<file path="src/rtl/psu_pson_ctrl.sv">
// PSU PS_ON initiator: drives PS_ON from PCH S3 exit, qualifies PSU PWROK and
// latches PWROK timeout / loss / stuck-high faults. All outputs are decoded from nxtState.
module psu_pson_ctrl #(
    parameter int unsigned      CNT_W      = 24,
    parameter logic [CNT_W-1:0] T_PWROK_TO = 24'd1_000_000,
    parameter logic [15:0]      T_DBNC     = 16'd1_000,
    parameter logic [CNT_W-1:0] T_MIN_OFF  = 24'd500_000
) (
    input  logic       iClk,
    input  logic       iRst_n,
    input  logic       ienable,
    input  logic       iFM_SLP3_N,
    input  logic       iPWRGD_PS_PWROK_PLD_R,
    input  logic       iForceOff,
    input  logic       iFaultClr,
    output logic       oFM_PS_EN,
    output logic       oPsuPwrgd,
    output logic       oPsuFault,
    output logic [1:0] oFaultCode
);

    // state       | meaning
    // ST_IDLE     | PS_ON low, waiting for S0 request
    // ST_ON_WAIT  | PS_ON high, waiting for PWROK
    // ST_DBNC     | PWROK seen, qualifying it
    // ST_ON       | PSU good
    // ST_OFF_WAIT | PS_ON low, enforcing minimum off time
    // ST_FAULT    | fault latched until cleared
    localparam logic [2:0] ST_IDLE     = 3'd0;
    localparam logic [2:0] ST_ON_WAIT  = 3'd1;
    localparam logic [2:0] ST_DBNC     = 3'd2;
    localparam logic [2:0] ST_ON       = 3'd3;
    localparam logic [2:0] ST_OFF_WAIT = 3'd4;
    localparam logic [2:0] ST_FAULT    = 3'd5;

    localparam logic [CNT_W-1:0] TMO_LAST = T_PWROK_TO - 1'b1;
    localparam logic [CNT_W-1:0] OFF_LAST = T_MIN_OFF - 1'b1;
    localparam logic [15:0]      DBC_LAST = T_DBNC - 1'b1;

    logic [2:0]       state, nxtState;
    logic [CNT_W-1:0] tmoCnt, tmoNxt;
    logic [15:0]      dbcCnt, dbcNxt;
    logic [1:0]       codeNxt;
    logic             pwrok, shdn, tmoLast;

    assign pwrok   = iPWRGD_PS_PWROK_PLD_R;
    assign shdn    = !iFM_SLP3_N || iForceOff || !ienable;
    assign tmoLast = (tmoCnt == TMO_LAST);

    always_comb begin
        nxtState = state;
        codeNxt  = oFaultCode;
        case (state)
            ST_IDLE: begin
                if (ienable && iFM_SLP3_N && !iForceOff) nxtState = ST_ON_WAIT;
            end
            ST_ON_WAIT: begin
                if (shdn) nxtState = ST_OFF_WAIT;
                else if (pwrok) nxtState = ST_DBNC;
                else if (tmoLast) begin
                    nxtState = ST_FAULT;
                    codeNxt  = 2'b01;
                end
            end
            ST_DBNC: begin
                if (shdn) nxtState = ST_OFF_WAIT;
                else if (!pwrok) nxtState = ST_ON_WAIT;
                else if (dbcCnt == DBC_LAST) nxtState = ST_ON;
                else if (tmoLast) begin
                    nxtState = ST_FAULT;
                    codeNxt  = 2'b01;
                end
            end
            ST_ON: begin
                // orderly shutdown wins over a coincident PWROK drop
                if (shdn) nxtState = ST_OFF_WAIT;
                else if (!pwrok) begin
                    nxtState = ST_FAULT;
                    codeNxt  = 2'b10;
                end
            end
            ST_OFF_WAIT: begin
                if ((tmoCnt >= OFF_LAST) && !pwrok) nxtState = ST_IDLE;
                else if (tmoLast && pwrok) begin
                    nxtState = ST_FAULT;
                    codeNxt  = 2'b11;
                end
            end
            ST_FAULT: begin
                if (iFaultClr && !iFM_SLP3_N && !pwrok) begin
                    nxtState = ST_IDLE;
                    codeNxt  = 2'b00;
                end
            end
            default: begin
                nxtState = ST_IDLE;
                codeNxt  = 2'b00;
            end
        endcase
    end

    // tmo is not cleared on DBNC -> ON_WAIT, so PWROK chatter cannot extend the timeout
    always_comb begin
        tmoNxt = tmoCnt;
        if ((state == ST_IDLE) || ((nxtState == ST_OFF_WAIT) && (state != ST_OFF_WAIT)))
            tmoNxt = '0;
        else if (tmoCnt != T_PWROK_TO)
            tmoNxt = tmoCnt + 1'b1;

        dbcNxt = dbcCnt;
        if (state != ST_DBNC)
            dbcNxt = '0;
        else if (pwrok && (dbcCnt != T_DBNC))
            dbcNxt = dbcCnt + 1'b1;
    end

    always_ff @(posedge iClk) begin
        if (!iRst_n) begin
            state      <= ST_IDLE;
            tmoCnt     <= '0;
            dbcCnt     <= '0;
            oFM_PS_EN  <= 1'b0;
            oPsuPwrgd  <= 1'b0;
            oPsuFault  <= 1'b0;
            oFaultCode <= 2'b00;
        end else begin
            state      <= nxtState;
            tmoCnt     <= tmoNxt;
            dbcCnt     <= dbcNxt;
            oFM_PS_EN  <= (nxtState == ST_ON_WAIT) || (nxtState == ST_DBNC) || (nxtState == ST_ON);
            oPsuPwrgd  <= (nxtState == ST_ON);
            oPsuFault  <= (nxtState == ST_FAULT);
            oFaultCode <= codeNxt;
        end
    end

endmodule

</file>
<file path="config.mk">
export PLATFORM = sky130hd
export DESIGN_NAME = psu_pson_ctrl
export DESIGN_NICKNAME = d
export VERILOG_FILES = /design/src/rtl/psu_pson_ctrl.sv
export SDC_FILE = /design/constraint.sdc
export NUM_CORES = 1
export LEC_CHECK = 0
export CORE_UTILIZATION = 40
export CTS_BUF_LIST = sky130_fd_sc_hd__clkbuf_4 sky130_fd_sc_hd__clkbuf_8 sky130_fd_sc_hd__clkbuf_16
export DETAILED_ROUTE_END_ITERATION = 16
export PLACE_DENSITY = 0.56
export RECOVER_POWER = 25
export SETUP_SLACK_MARGIN = 0.5
export SYNTH_ARGS = -nofsm -noshare
export SYNTH_HDL_FRONTEND = slang
export SYNTH_SLANG_ARGS = --single-unit
</file>
<file path="constraint.sdc">
create_clock -name iClk -period 2.4 [get_ports iClk]
set_input_delay 0.48 -clock iClk [delete_from_list [all_inputs] [get_ports iClk]]
set_output_delay 0.48 -clock iClk [all_outputs]
set_load 0.005 [all_outputs]
</file>
# ---- Word level (Yosys, flattened, before mapping)
# Cells that the tools add are included.
dict set report totals {
  register_bits 48
  input_bits 7
  out_inout_bits 5
  word_cells 84
}
dict set report classes {
  n_addsub 2
  n_lt_le_gt_ge 1
  eq_ne 26
  n_mux 25
  bitwise_logic 2
  n_reduce_logical 21
}
# operator n
set ops {}
lappend ops {{$mux W3} 12}
lappend ops {{$add A24 B1 Y24 const B} 1}
lappend ops {{$eq A24 B20 Y1 const B} 1}
lappend ops {{$ge A24 B19 Y1 const B} 1}
lappend ops {{$ne A24 B20 Y1 const B} 1}
lappend ops {{$mux W2} 11}
lappend ops {{$ne A2 B2 Y1 const B} 10}
lappend ops {{$pmux W3 S6} 1}
lappend ops {{$add A16 B1 Y16 const B} 1}
lappend ops {{$eq A16 B10 Y1 const B} 1}
lappend ops {{$ne A16 B10 Y1 const B} 1}
lappend ops {{$eq A3 B2 Y1 const B} 4}
lappend ops {{$eq A3 B3 Y1 const B} 4}
lappend ops {{$pmux W2 S6} 1}
lappend ops {{$reduce_and A11 Y1} 1}
lappend ops {{$logic_and A1 B1 Y1} 8}
lappend ops {{$eq A3 B1 Y1 const B} 2}
lappend ops {{$logic_or A1 B1 Y1} 5}
lappend ops {{$logic_not A1 Y1} 4}
lappend ops {{$reduce_or A2 Y1} 2}
lappend ops {{$logic_not A3 Y1} 1}
lappend ops {{$ne A3 B2 Y1 const B} 1}
lappend ops {{$ne A3 B3 Y1 const B} 1}
lappend ops {{$not A1 Y1} 2}

# ---- Depth between registers and ports, before layout
dict set report logic_depth {
  ltp_word 10
  mapped_depth 9
  mapped_depth_nobuf 7
}

# ---- Least setup slack after synthesis
# OpenSTA, ideal clock, no wires.
dict set report synth_timing {
  kind {register to register}
  from {reg dbcCnt[0]}
  to {reg tmoCnt[14]}
  setup_ps 138
  t_arrival_ps 2302
  t_required_ps 2262
  slack_ps -40
  path_stages_with_launch 9
  path_buffers 1
  period_less_slack_ps 2440
  cell_sequence {dfxtp_1 ha_1 and3b_1 and4_4 or4b_4 a211o_1 a211oi_4 buf_6 nor3_2}
}
dict set report synth_via {
  elab_chain_cells 9
}
# item line
set synth_rtl {}
lappend synth_rtl {{start: declaration} 42} ;# logic [15:0] dbcCnt, dbcNxt;
lappend synth_rtl {{start signal: assignment} 129} ;# dbcCnt <= dbcNxt;
lappend synth_rtl {{$eq A16 B10 Y1} 68} ;# else if (dbcCnt == DBC_LAST) nxtState = ST_ON;
lappend synth_rtl {{$mux W3} 68}
lappend synth_rtl {{$mux W3} 67} ;# else if (!pwrok) nxtState = ST_ON_WAIT;
lappend synth_rtl {{$mux W3} 66} ;# if (shdn) nxtState = ST_OFF_WAIT;
lappend synth_rtl {{$pmux W3 S6} 53} ;# case (state)
lappend synth_rtl {{$eq A3 B3 Y1} 105} ;# if ((state == ST_IDLE) || ((nxtState == ST_OFF_WAIT) && (state != ST_OFF_WAIT)))
lappend synth_rtl {{$logic_and A1 B1 Y1} 105}
lappend synth_rtl {{$logic_or A1 B1 Y1} 105}
lappend synth_rtl {{$reduce_or A2 Y1 (no line)} --}
lappend synth_rtl {{end signal: assignment} 128} ;# tmoCnt <= tmoNxt;
lappend synth_rtl {{end: declaration} 41} ;# logic [CNT_W-1:0] tmoCnt, tmoNxt;
# No other way between the ends.
# A chain may end at the register's enable or synchronous reset.

# ---- Final worst setup path
dict set report layout_timing {
  from {reg dbcCnt[1]}
  to {reg tmoCnt[21]}
}
# The elaborated chain is that of the path after synthesis.

==> flow_metrics.env <==
export IMPL_cp_end_kind="flip-flop"
export IMPL_relSlewSlack=0.407
export IMPL_fin_crit_ns=2.39
export IMPL_hold_worst_slack_ns=0.497
export IMPL_fp_row_count=28
export IMPL_drcViolationCount=0
export IMPL_finalSetupTns_ns=0
export IMPL_ys_async_sr_fraction=0
export IMPL_dr_pass1_iters=4
export IMPL_status="completed"
export IMPL_cp_arrival_ns=2.53
export IMPL_crit_chain="ha_4, and3b_1, and4_4, or4b_4, a211o_1, a211oi_4, buf_12, buf_12, nor3_2"
export IMPL_die_area_um2=6740
export IMPL_ys_types=51
export IMPL_ys_warn_count=0
export IMPL_syn_nets=298
export IMPL_clkTransAtPathRegs_ns=0.09
export IMPL_crit_type="flip-flop to flip-flop"
export IMPL_cts_tree="built"
export IMPL_synth_seq_cells=48
export IMPL_synth_area_per_cell_um2=8.95
export IMPL_drt_iter0_drc=132
export IMPL_fill_cells=579
export IMPL_vias=2174
export IMPL_drt_wl_total_um=5680
export IMPL_core_area_um2=6060
export IMPL_timing_rr_start="dbcCnt[1]"
export IMPL_final_setup_viol_count=0
export IMPL_finClkSkew_ns=0.0128
export IMPL_worstHoldPathType="flip-flop to flip-flop"
export IMPL_worst_pin_slew_ns=0.890
export IMPL_synthFlopType="dfxtp_1"
export IMPL_cp_data_required_time_ns=2.54
export IMPL_clock_latency_ns=0.29
export IMPL_cp_max_fo=8
export IMPL_synth_edf_count=0
export IMPL_grt_pass1_vias=1996
export IMPL_p_leak_nw=1.15
export IMPL_wire_per_inst_um=13.8
export IMPL_die_h_um=82.1
export IMPL_p_total_mw=1.53
export IMPL_rsz0062_at_grt="true"
export IMPL_min_period_over_period=0.995
export IMPL_max_freq_mhz=419
export IMPL_drive_gt1_frac=0.302
export IMPL_maxSlewViolCount=0
export IMPL_critical_path_max_stage_delay_ns=0.48
export IMPL_cp_top_family="simple AND/OR/NAND/NOR gates"
export IMPL_clockBufferDepth=2
export IMPL_area_growth_pct=28.9
export IMPL_cpMaxStageDelayCell="or4b_4"
export IMPL_dieWidth_um=82.1
export IMPL_grtUsageTotal=0.181
export IMPL_syn_instance_count=287
export IMPL_layout_setup_ws_ns=0.0111
export IMPL_powerDensity_nw_per_um2=461
export IMPL_place_gp_congestion=0.792
export IMPL_vias_per_cell=5.26
export IMPL_cts_hold_buf=0
export IMPL_hold_viol=0
export IMPL_io_pins=12
export IMPL_clock_sinks=48
export IMPL_grt_max_degree=17
export IMPL_hold_start="oFaultCode[0]"
export IMPL_portBuffers=11
export IMPL_syn_area_um2=2570
export IMPL_yosysSeqAreaShare=0.374
export IMPL_ant_nets=0
export IMPL_root_buffer="clkbuf_8"
export IMPL_numCtsBuffers=5
export IMPL_cp_common_cell="buf_12"
export IMPL_start_kind="flip-flop"
export IMPL_maxCapViolCount=0
export IMPL_overflow=0
export IMPL_post_place_ws_ns=-0.286
export IMPL_antenna_found_initial=0
export IMPL_grt_first_pass_wirelength_um=9300
export IMPL_crit_path_start="dbcCnt[1]"
export IMPL_crit_buf_inv=2
export IMPL_post_dp_hpwl_um=4100
export IMPL_peakVddDrop_uv=274
export IMPL_h_tree_depth=2
export IMPL_postLayoutCoreUtil=0.546
export IMPL_nets=348
export IMPL_antenna_cells=0
export IMPL_initial_core_util=0.424
## worst register-to-register path, delay by kind of cell, from the launching register on
kind / cells / cell delay [ns]
AND/OR/NAND/NOR: 4 / 0.86
AO/OA/AOI/OAI: 2 / 0.57
flip-flops: 1 / 0.36
buffers and inverters: 2 / 0.30
adder cells (fa/ha/maj): 1 / 0.15
## worst paths after layout
path / endpoint / slack, ns / cells past startpoint
worst max-delay path: tmoCnt[21] / 0.01 / 9
worst min-delay path: oFaultCode[0] / 0.50 / 2
worst min register to register: oFaultCode[0] / 0.50 / 2
worst max register to register: tmoCnt[21] / 0.01 / 9
## cells in the final DEF, fill, tap and decap left out, types with 4 or more instances in the layout
master           netlist  layout
buf_4                  0      38
nor3_1                 7       7
nor4_1                 6       4
nor3_2                20      20
inv_1                 10      10
and4_1                 6       5
nor2_1                34      33
xor2_1                15      15
and2_1                 4       4
xnor2_1               20      20
nand3_1               14      14
dfxtp_1               48      43
nand2_1               19      19
buf_12                 0       4
clkdlybuf4s50_1        0       6
clkbuf_8               0       6
nand4_1               10      10
and3_1                 7       6
## report_power, final
| part | internal [mW] | total [mW] | switching, mW |
|---|---|---|---|
| Combinational | 0.0935 | 0.200 | 0.107 |
| Sequential | 0.802 | 0.808 | 0.00600 |
| Clock | 0.258 | 0.518 | 0.259 |
## layout make-up
class	instances	area [um2]	area share
flip-flops and latches	48	972	0.294
well taps	75	93.8	0.0283
multi-input cells	217	1610	0.488
inverters	10	37.5	0.0113
clock buffers	8	97.6	0.0295
repair buffers	55	495	0.150
## per-layer routing
layer,wire length [um],up-vias,GRT usage
met3,91,4,0.0264
met1,2860,1029,0.253
met4,51,0,0.0474
met2,2680,18,0.289
li1,-,1123,-
met5,0,-,0
## cells in the mapped netlist, types with 3 or more instances
| master | instances | area (um2) |
|---|---|---|
| a21oi_1 | 3 | 15.0 |
| a31oi_1 | 3 | 18.8 |
| and2_1 | 4 | 25.0 |
| and3_1 | 7 | 43.8 |
| and4_1 | 6 | 52.6 |
| buf_2 | 3 | 15.0 |
| clkbuf_1 | 7 | 26.3 |
| dfxtp_1 | 48 | 961 |
| ha_1 | 4 | 50.1 |
| inv_1 | 10 | 37.5 |
| nand2_1 | 19 | 71.3 |
| nand3_1 | 14 | 70.1 |
| nand4_1 | 10 | 62.6 |
| nor2_1 | 34 | 128 |
| nor3_1 | 7 | 35.0 |
| nor3_2 | 20 | 200 |
| nor4_1 | 6 | 37.5 |
| o211ai_1 | 3 | 22.5 |
| o21ai_0 | 4 | 20.0 |
| xnor2_1 | 20 | 175 |
| xor2_1 | 15 | 131 |
## flip-flops by register name, indices dropped and copies added, names as in the netlist
register    cells
oFM_PS_EN       1
oPsuPwrgd       1
dbcCnt         16
state           3
oPsuFault       1
oFaultCode      2
tmoCnt         24
## repair_timing
item	CTS	global route
buffers inserted	6	1
resized for setup	10	20
endpoints found under the setup margin	38	37
pin swaps	10	9
## cell families after synthesis
logic type,after synthesis,share of synthesized area
fa+ha+maj,5,0.0234
flops,48,0.374
compound gates,27,0.0838
xor+xnor,35,0.119
buf+inv,22,0.0395
mux,2,0.00780
simple gates,148,0.352
## through the flow
| stage | area, um2 | cells |
|---|---|---|
| 6_report | 3310 | 413 |
| 5_1_grt | 3310 | 413 |
| 4_1_cts | 3240 | 412 |
| 3_5_place_dp | 3050 | 398 |
| 3_3_place_gp | 3050 | 398 |
| 2_1_floorplan | 2590 | 287 |
Power figures use the tool's default switching activity.
